$ cat config.mk
export PLATFORM = sky130hd
export DESIGN_NAME = edge_frame_ctrl
export DESIGN_NICKNAME = d
export VERILOG_FILES = /design/src/rtl/edge_pkg.sv /design/src/rtl/border_addr_gen.sv /design/src/rtl/edge_frame_ctrl.sv
export SDC_FILE = /design/constraint.sdc
export NUM_CORES = 1
export LEC_CHECK = 0
export BUFFER_PORTS_ARGS = -buffer_cell sky130_fd_sc_hd__buf_4
export CAP_MARGIN = 20
export CORE_MARGIN = 4
export CORE_UTILIZATION = 40
export CTS_CLUSTER_SIZE = 40
export DETAILED_ROUTE_END_ITERATION = 7
export SYNTH_ARGS = -nofsm -noshare
export SYNTH_HDL_FRONTEND = slang
export SYNTH_SLANG_ARGS = --single-unit
export TNS_END_PERCENT = 1
$ cat constraint.sdc
create_clock -name clk -period 9.75 [get_ports clk]
set_input_delay 1.95 -clock clk [delete_from_list [all_inputs] [get_ports clk]]
set_output_delay 1.95 -clock clk [all_outputs]
set_load 0.005 [all_outputs]
$ cat src/rtl/edge_pkg.sv
// Shared types and constants for the Sobel frame sequencer.
// EDGE_BORDER_ZERO_EN adds the BORDER state, which zero-fills the frame border.
package edge_pkg;

  localparam int unsigned FrameCntW = 16;

  typedef logic [3:0] pix_t;

  typedef enum logic [2:0] {
    StIdle   = 3'd0,
    StClear  = 3'd1,
    StRead   = 3'd2,
    StDrain  = 3'd3,
`ifdef EDGE_BORDER_ZERO_EN
    StBorder = 3'd4,
`endif
    StDone   = 3'd5
  } state_e;

  // Number of pixels on the outer ring of a w x h frame.
  function automatic int unsigned border_count(input int unsigned w, input int unsigned h);
    return 2 * w + 2 * h - 4;
  endfunction

endpackage

$ cat src/rtl/border_addr_gen.sv
// Walks the border pixels: row 0, row H-1, then (y,0)/(y,W-1) for y=1..H-2.
// Instantiated only when EDGE_BORDER_ZERO_EN is defined.
module border_addr_gen
  import edge_pkg::*;
#(
  parameter int unsigned IMG_W  = 640,
  parameter int unsigned IMG_H  = 480,
  parameter int unsigned ADDR_W = $clog2(IMG_W * IMG_H)
) (
  input  logic              clk,
  input  logic              rst,
  input  logic              start,
  input  logic              step,
  output logic [ADDR_W-1:0] addr,
  output logic              last
);

  localparam int unsigned BCount = border_count(IMG_W, IMG_H);
  localparam int unsigned CntW   = $clog2(BCount);

  localparam logic [ADDR_W-1:0] TopEnd      = ADDR_W'(IMG_W - 1);
  localparam logic [ADDR_W-1:0] BottomBase  = ADDR_W'((IMG_H - 1) * IMG_W);
  localparam logic [ADDR_W-1:0] BottomEnd   = ADDR_W'(IMG_H * IMG_W - 1);
  localparam logic [ADDR_W-1:0] RowStep     = ADDR_W'(IMG_W);
  localparam logic [ADDR_W-1:0] RightOffset = ADDR_W'(IMG_W - 1);

  typedef enum logic [1:0] {PhTop, PhBottom, PhSides} phase_e;

  phase_e            ph_q, ph_d;
  logic              side_q, side_d;
  logic [ADDR_W-1:0] addr_q, addr_d;
  logic [CntW-1:0]   cnt_q, cnt_d;

  always_comb begin
    ph_d   = ph_q;
    side_d = side_q;
    addr_d = addr_q;
    cnt_d  = cnt_q;
    if (start) begin
      ph_d   = PhTop;
      side_d = 1'b0;
      addr_d = '0;
      cnt_d  = '0;
    end else if (step) begin
      cnt_d = cnt_q + 1'b1;
      unique case (ph_q)
        PhTop: begin
          if (addr_q == TopEnd) begin
            ph_d   = PhBottom;
            addr_d = BottomBase;
          end else begin
            addr_d = addr_q + 1'b1;
          end
        end
        PhBottom: begin
          if (addr_q == BottomEnd) begin
            ph_d   = PhSides;
            side_d = 1'b0;
            addr_d = RowStep;
          end else begin
            addr_d = addr_q + 1'b1;
          end
        end
        PhSides: begin
          // Left edge hops to the right edge of the same row, right edge to the next row start.
          if (!side_q) begin
            addr_d = addr_q + RightOffset;
            side_d = 1'b1;
          end else begin
            addr_d = addr_q + 1'b1;
            side_d = 1'b0;
          end
        end
        default: ph_d = PhTop;
      endcase
    end
  end

  always_ff @(posedge clk or posedge rst) begin
    if (rst) begin
      ph_q   <= PhTop;
      side_q <= 1'b0;
      addr_q <= '0;
      cnt_q  <= '0;
    end else begin
      ph_q   <= ph_d;
      side_q <= side_d;
      addr_q <= addr_d;
      cnt_q  <= cnt_d;
    end
  end

  assign addr = addr_q;
  assign last = (cnt_q == CntW'(BCount - 1));

endmodule

$ cat src/rtl/edge_frame_ctrl.sv
// Frame sequencer: streams a frame from source RAM into the Sobel filter and writes
// interior results to destination RAM. EDGE_BORDER_ZERO_EN also zero-fills the border.
module edge_frame_ctrl
  import edge_pkg::*;
#(
  parameter int unsigned IMG_W  = 640,
  parameter int unsigned IMG_H  = 480,
  parameter int unsigned ADDR_W = $clog2(IMG_W * IMG_H)
) (
  input  logic                 clk,
  input  logic                 rst,
  input  logic                 start,
  input  logic                 abort,
  input  logic                 hold,
  output logic                 busy,
  output logic                 done,
  output logic [FrameCntW-1:0] frame_cnt,
  output logic                 src_rd_en,
  output logic [ADDR_W-1:0]    src_addr,
  input  pix_t                 src_data,
  output logic                 filt_clr,
  output logic                 filt_in_ready,
  output pix_t                 filt_pixel,
  input  pix_t                 filt_pixel_out,
  output logic                 dst_wr_en,
  output logic [ADDR_W-1:0]    dst_addr,
  output pix_t                 dst_data
);

  localparam int unsigned XW = $clog2(IMG_W);
  localparam int unsigned YW = $clog2(IMG_H);

  localparam logic [XW-1:0]     XLast   = XW'(IMG_W - 1);
  localparam logic [YW-1:0]     YLast   = YW'(IMG_H - 1);
  localparam logic [ADDR_W-1:0] RowStep = ADDR_W'(IMG_W);
  localparam logic [ADDR_W-1:0] DiagOff = ADDR_W'(IMG_W + 1);

  state_e            state_q, state_d;
  logic [XW-1:0]     x_q, x_d;
  logic [YW-1:0]     y_q, y_d;
  logic [ADDR_W-1:0] base_q, base_d;
  logic [1:0]        drain_q, drain_d;
  logic [FrameCntW-1:0] frame_cnt_q;

  logic              rd_en;
  logic              brd_wr;
  logic [ADDR_W-1:0] brd_wr_addr;

  // Pipeline: strobe stage (pixel in filter), capture stage (filter output valid), write stage.
  logic              strb_q, strb_int_q;
  logic [ADDR_W-1:0] strb_addr_q;
  logic              pend_q;
  logic [ADDR_W-1:0] pend_addr_q;
  logic              wr_q;
  logic [ADDR_W-1:0] wr_addr_q;
  pix_t              wr_data_q;

`ifdef EDGE_BORDER_ZERO_EN
  logic              brd_start, brd_step, brd_last;
  logic              bdone_q, bdone_d;
  logic [ADDR_W-1:0] brd_addr;

  border_addr_gen #(
    .IMG_W (IMG_W),
    .IMG_H (IMG_H),
    .ADDR_W(ADDR_W)
  ) u_border_addr_gen (
    .clk  (clk),
    .rst  (rst),
    .start(brd_start),
    .step (brd_step),
    .addr (brd_addr),
    .last (brd_last)
  );
`endif

  always_comb begin
    state_d     = state_q;
    x_d         = x_q;
    y_d         = y_q;
    base_d      = base_q;
    drain_d     = drain_q;
    rd_en       = 1'b0;
    brd_wr      = 1'b0;
    brd_wr_addr = '0;
`ifdef EDGE_BORDER_ZERO_EN
    brd_start   = 1'b0;
    brd_step    = 1'b0;
    bdone_d     = bdone_q;
`endif
    unique case (state_q)
      StIdle: begin
        if (start && !abort) state_d = StClear;
      end
      StClear: begin
        x_d     = '0;
        y_d     = '0;
        base_d  = '0;
        state_d = StRead;
      end
      StRead: begin
        if (!hold) begin
          rd_en = 1'b1;
          if (x_q == XLast) begin
            x_d = '0;
            if (y_q == YLast) begin
              drain_d = '0;
              state_d = StDrain;
            end else begin
              y_d    = y_q + 1'b1;
              base_d = base_q + RowStep;
            end
          end else begin
            x_d = x_q + 1'b1;
          end
        end
      end
      StDrain: begin
        drain_d = drain_q + 1'b1;
        if (drain_q == 2'd2) begin
`ifdef EDGE_BORDER_ZERO_EN
          brd_start = 1'b1;
          bdone_d   = 1'b0;
          state_d   = StBorder;
`else
          state_d   = StDone;
`endif
        end
      end
`ifdef EDGE_BORDER_ZERO_EN
      StBorder: begin
        // Final cycle issues nothing so the last border write lands before DONE.
        if (bdone_q) begin
          state_d = StDone;
        end else begin
          brd_wr      = 1'b1;
          brd_wr_addr = brd_addr;
          brd_step    = 1'b1;
          if (brd_last) bdone_d = 1'b1;
        end
      end
`endif
      StDone: begin
        state_d = StIdle;
      end
      default: state_d = StIdle;
    endcase
    if (abort && state_q != StIdle) state_d = StIdle;
  end

  always_ff @(posedge clk or posedge rst) begin
    if (rst) begin
      state_q     <= StIdle;
      x_q         <= '0;
      y_q         <= '0;
      base_q      <= '0;
      drain_q     <= '0;
      frame_cnt_q <= '0;
    end else begin
      state_q <= state_d;
      x_q     <= x_d;
      y_q     <= y_d;
      base_q  <= base_d;
      drain_q <= drain_d;
      if (done) frame_cnt_q <= frame_cnt_q + 1'b1;
    end
  end

`ifdef EDGE_BORDER_ZERO_EN
  always_ff @(posedge clk or posedge rst) begin
    if (rst) bdone_q <= 1'b0;
    else     bdone_q <= bdone_d;
  end
`endif

  always_ff @(posedge clk or posedge rst) begin
    if (rst) begin
      strb_q      <= 1'b0;
      strb_int_q  <= 1'b0;
      strb_addr_q <= '0;
      pend_q      <= 1'b0;
      pend_addr_q <= '0;
      wr_q        <= 1'b0;
      wr_addr_q   <= '0;
      wr_data_q   <= '0;
    end else begin
      strb_q      <= rd_en && !abort;
      strb_int_q  <= (y_q >= YW'(2)) && (x_q >= XW'(2));
      strb_addr_q <= src_addr;
      pend_q      <= strb_q && strb_int_q && !abort;
      pend_addr_q <= strb_addr_q - DiagOff;
      wr_q        <= (pend_q || brd_wr) && !abort;
      wr_addr_q   <= brd_wr ? brd_wr_addr : pend_addr_q;
      wr_data_q   <= brd_wr ? '0 : filt_pixel_out;
    end
  end

  assign busy          = (state_q != StIdle);
  assign done          = (state_q == StDone) && !abort;
  assign frame_cnt     = frame_cnt_q;
  assign src_rd_en     = rd_en;
  assign src_addr      = base_q + ADDR_W'(x_q);
  assign filt_clr      = (state_q == StClear);
  assign filt_in_ready = strb_q;
  assign filt_pixel    = src_data;
  assign dst_wr_en     = wr_q;
  assign dst_addr      = wr_addr_q;
  assign dst_data      = wr_data_q;

endmodule

Yosys cells after proc, flatten, opt, wreduce, memory -nomap -nowiden --
Cells that the tools add are included.
Storage, ports and cells: output and inout port bits 68, input bits 13, bits in registers 124
Operators by class: magnitude comparators 2, reductions and logical operators 17, multiplexer cells 24, $add $sub $neg 7, eq/ne operators 16
Operator list (count):
- 19-bit 2-to-1 mux | 3
- 19-bit case mux with 2 select lines | 1
- 9-bit 2-to-1 mux | 3
- 10-bit 2-to-1 mux | 2
- 10-bit case mux with 2 select lines | 1
- 19-bit by 10-bit adder with 19-bit output | 1
- 19-bit by 10-bit adder with 19-bit output (second input constant) | 1
- 19-bit by 10-bit subtractor with 19-bit output (second input constant) | 1
- 3-bit 2-to-1 mux | 6
- 9-bit case mux with 2 select lines | 1
- 16-bit by 1-bit adder with 16-bit output (second input constant) | 1
- 3-bit inequality test (second input constant) | 5
- 3-bit case mux with 4 select lines | 1
- 10-bit by 1-bit adder with 10-bit output (second input constant) | 1
- 10-bit equality test (second input constant) | 1
- 10-bit by 2-bit >= comparator with 1-bit output (second input constant) | 1
- 9-bit by 1-bit adder with 9-bit output (second input constant) | 1
- 9-bit equality test (second input constant) | 1
- 9-bit by 2-bit >= comparator with 1-bit output (second input constant) | 1
- 1-bit logical AND | 8
- 2-bit inequality test (second input constant) | 4
- 4-bit AND reduction | 2
- 3-bit by 2-bit equality test with 1-bit output (second input constant) | 2
- 2-bit 2-to-1 mux | 3
- other kinds (12) | 14

Longest topological paths before layout --
depth after elaboration 6, depth in mapped cells 8

Worst setup path before layout --
OpenSTA, ideal clock, no wires.
path type input -> output, start point input port hold, end point output port src_rd_en, required time 7800 ps, setup slack 5202 ps, stages on the path 2, data arrival time 2598 ps, buffers on the path 0, path through or4b_4 > inv_1
On the way: longest elaborated chain between the ends 2
Ends and longest elaborated chain:
- start: declaration | RTL line edge_frame_ctrl.sv:14 | input logic hold,
- 1-bit 2-to-1 mux | RTL line edge_frame_ctrl.sv:102 | if (!hold) begin
- 1-bit 2-to-1 mux | RTL line edge_frame_ctrl.sv:91 | unique case (state_q)
- end: declaration | RTL line edge_frame_ctrl.sv:18 | output logic src_rd_en,
No other way between the ends.

Final worst setup path --
Ends and elaborated chain as after synthesis.

==> results by stage <==
Run status:
- The flow ran to the end, and the final reports show no timing, DRC or antenna violations.

Placed design:
- The HPWL after detailed placement is 6720 µm.
- Buffers placed on the I/O ports in this run total 72.
- The standard cell area after detailed placement is 0.00555 mm².
- At the placement stage, the worst setup path has a slack of 4900 ps.
- The congestion estimate from routability-driven global placement came to 0.827.

Clock network:
- For the worst-skew pair, the clock arrives at the later sink with an insertion delay of 410 ps.
- The H-tree was split into 4 levels.
- The number of instances resized during post-cts repair is 0.
- The clock transition at the registers of the reported paths is 50 ps.
- The TritonCTS clock tree is done.
- The count of hold buffers inserted by post-cts repair is 0.
- The sink count of the clock tree is 117.
- The clock buffer count from CTS is 17.
- After clock tree synthesis, the setup repair step added 0 buffers.
- The longest clock path from root to sink contains 2 buffers.
- The cell at the root of the clock tree is sky130_fd_sc_hd__clkbuf_16.

Die:
- The area enclosed by the die boundary is 0.0141 mm².
- For this design the top-level I/O count stands at 81.
- Measured along the x axis, the die boundary spans 119 µm.
- The initialized floorplan defines 40 standard-cell rows.
- In this run the standard cell core region covers 0.0120 mm².
- The effective utilization at floorplan is 0.408.
- The overall die height is 119 µm.

Power and ir drop:
- The sequential share of power is 0.440.
- The cell area power density is 216 mW/mm².
- The clock group share of total power is 0.437.
- For this design the static power due to leakage is 0.00287 µW.
- IR analysis of the VDD net gives a maximum drop of 0.125 mV.
- The combinational share of power is 0.123.
- The internal portion of the total power is 990 µW.
- The switching component of the power is 333 µW.
- Of the total power, the share spent switching nets is 0.252.

Synth:
- The share of the Yosys chip area taken by registers is 0.597.
- By area, the combinational part of the netlist is dominated by simple AND/OR/NAND/NOR gates.
- The number of enable-type register cells in the synthesized netlist is 0.
- The post-synthesis compound-gate area fraction is 0.0783.
- The simple logic cell fraction of the synthesized area is 0.165.
- In this run, distinct cell masters in the synthesized netlist total 51.
- The fraction of synthesis flops using an asynchronous set or reset pin is 1.00.
- The fraction of synthesized area in multiplexers is 0.00459.
- The main flop type after synthesis is sky130_fd_sc_hd__dfrtp_1.
- The cell count after synthesis came out at 433.
- The area of the mapped netlist is 0.00490 mm².
- Counting flops and latches in the post-synthesis netlist gives 117.
- During synthesis, Yosys emitted a total of 0 warnings.
- The post-synthesis xor/xnor area fraction is 0.0929.
- The adder-cell share of the synthesized area is 0.0281.
- Averaged over all synthesized cells, the footprint is 11.3 µm².
- When the netlist entered floorplanning its net count stood at 457.

Timing:
- The final critical delay including setup and external delays is 4850 ps.
- Headroom to the max-slew limit came out at 0.444.
- Based on the critical path, the design can be clocked at up to 206 MHz.
- The measured slew at the worst slew-check pin is 834 ps.
- The total count of hold-check failures in the final report is 0.
- Setup repair after global routing left no endpoint under its margin.
- The ratio of final minimum period to clock period is 0.498.
- Setup violations remaining at the end of the flow were counted as 0.
- The final worst slack is 4900 ps.
- Across the routed clock network, the largest skew measured is 9.59 ps.
- The total negative slack for setup checks is 0 ps.
- Hold timing on the final database bottoms out at a slack of 345 ps.
- The max-slew violation total from the final report is 0.

Worst setup path:
- The critical path launch point type is an input pin.
- The critical path start-end classification is in -> out.
- Data on the critical path is required at its endpoint by 7800 ps.
- The signal on the critical path passes through buf_4, or4b_4, inv_1, buf_4.
- The longest individual stage delay on the worst path is 530 ps.
- The number of buffers and inverters on the critical path is 3.
- The category of the worst setup path capture point is a primary output.
- The largest individual stage delay along the critical path comes from the cell sky130_fd_sc_hd__or4b_4.
- On the critical path the largest part of the delay comes from simple AND/OR/NAND/NOR gates.
- Of all nets on the critical path, the largest fanout is 5.
- By instance count, the cell type seen most on the critical path is sky130_fd_sc_hd__buf_4.
- The arrival time of the worst setup path is 2900 ps.

Drt:
- The routed length on met2 is 4620 µm.
- The total via count in the routed design is 3,301.
- The routed length on met3 is 447 µm.
- The routed wire length per instance is 14.1 µm.
- In the routed layout, each cell is associated on average with a via count of 4.95.
- The total iterations of the first detailed-routing run is 4.
- The total routed wire length on the met1 layer is 4180 µm.
- Signal routing reaches up to met4.
- For this run, design rule violations remaining after detail routing come to 0.
- In this run the remaining antenna-violating nets after routing total 0.
- For this block, the routed nets add up to 9400 µm of wire.
- For this block, the initial DRC count from the detailed router was 201.

Run:
- The number of maximum-capacitance constraint violations is 0.

GRT:
- The first global-routing pass estimated 16,200 µm of wire.
- Across every metal layer, demand over resource in global routing totals 0.146.
- Summed over all layers, the global routing overflow is 0.
- The number of antenna violations at the first check in global routing is 0.
- The number of global-route vias before repair is 3,367.
- Entering global routing, the biggest net connects 71 pins.

Cells and area:
- After routing the design area is 0.00612 mm².
- From synthesis to final layout, the design area changed by 24.8%.
- The total number of nets in the final design is 531.
- The number of diodes is 0.
- In the final layout, the share of cells above drive strength 1 is 0.235.

Worst hold path:
- The min-delay analysis places its worst path in the category reg -> reg.
## sequential cells by signal, summed over array words and instances, names as in the netlist
name           cells
strb_int_q         1
state_q            3
base_q            12
dst_wr_en          1
dst_addr          19
pend_q             1
x_q               10
drain_q            2
dst_data           4
y_q                9
strb_addr_q       19
filt_in_ready      1
pend_addr_q       19
frame_cnt         16
## final cells by class
class,count,area [µm²]
fillers,1108,5890
clock buffers,18,439
inverters,18,70.1
repair buffers,75,563
clock inverters,14,128
well taps,147,184
multi-input cells,278,1810
flip-flops and latches,117,2930
## final timing paths
check	to	depth (start not counted)	slack, ps	from
max	src_rd_en	4	4900	hold
min	dst_addr[13]	0	350	pend_addr_q[13]
max reg2reg	base_q[16]	6	7230	x_q[1]
min reg2reg	dst_addr[13]	0	350	pend_addr_q[13]
max in group asynchronous	x_q[3]	3	6890	rst
min in group asynchronous	pend_addr_q[17]	2	1610	rst
## worst register-to-register path, cell delays in order, from the launching register on
cell and delay, ps:
sky130_fd_sc_hd__dfrtp_1 510, sky130_fd_sc_hd__ha_1 320, sky130_fd_sc_hd__nand2_1 170, sky130_fd_sc_hd__o31ai_4 440
sky130_fd_sc_hd__o2111ai_4 280, sky130_fd_sc_hd__or4_1 560, sky130_fd_sc_hd__a21oi_1 160
## synth_stat cells, drive strengths merged, types with 7 or more instances
cell type	count	share of area
nand3	14	0.014
nand4	9	0.011
ha	11	0.028
a21oi	15	0.015
and3	7	0.0089
clkbuf	10	0.0077
o21ai	20	0.020
nor2	41	0.031
xor2	32	0.057
buf	10	0.013
or3	12	0.016
inv	17	0.013
xnor2	20	0.036
nor3	8	0.0082
nor4	7	0.0089
dfrtp	117	0.60
nand2	30	0.024
## cells by family after synthesis
| group | after synthesis |
|---|---|
| and+or+nand+nor | 154 |
| DFF | 117 |
| AOI/OAI and AO/OA | 59 |
| xor gates and xnor gates | 52 |
| buffers and inverters | 38 |
| adders and majority gates | 11 |
| muxes | 2 |
## layout by cell type, fill, tap and decap left out, types with 7 or more instances in the layout
master                        n
sky130_fd_sc_hd__nand2_1     29
sky130_fd_sc_hd__nand3_1     14
sky130_fd_sc_hd__buf_4       75
sky130_fd_sc_hd__and3_1       7
sky130_fd_sc_hd__ha_1        11
sky130_fd_sc_hd__xnor2_1     20
sky130_fd_sc_hd__or3_1       11
sky130_fd_sc_hd__o21ai_0     20
sky130_fd_sc_hd__nor4_1       7
sky130_fd_sc_hd__a21oi_1     15
sky130_fd_sc_hd__dfrtp_1    117
sky130_fd_sc_hd__nor2_1      41
sky130_fd_sc_hd__inv_1       16
sky130_fd_sc_hd__nor3_1       8
sky130_fd_sc_hd__nand4_1      9
sky130_fd_sc_hd__clkbuf_16   17
sky130_fd_sc_hd__xor2_1      32
## power groups by stage
stage	Sequential (µW)	Clock [µW]	Combinational, µW
final	582	578	163
after detailed placement	592	0	167
after global placement	587	0	162
after floorplan	586	0	95.0
after global routing	590	624	184
after CTS	583	595	168
## metrics by stage
stage / total power [µW] / std cells / util
3_3_place_gp: 750 / 635 / 0.462
4_1_cts: 1350 / 667 / 0.509
5_1_grt: 1400 / 667 / 0.509
6_report: 1320 / 667 / 0.509
2_1_floorplan: 681 / 433 / -
3_5_place_dp: 758 / 635 / 0.462
## metal layers
metal,vias up,global-route usage
met5,-,0
met4,0,0.0615
met3,13,0.0560
met2,60,0.233
met1,1591,0.177
li1,1637,-
Power figures use the tool's default switching activity.
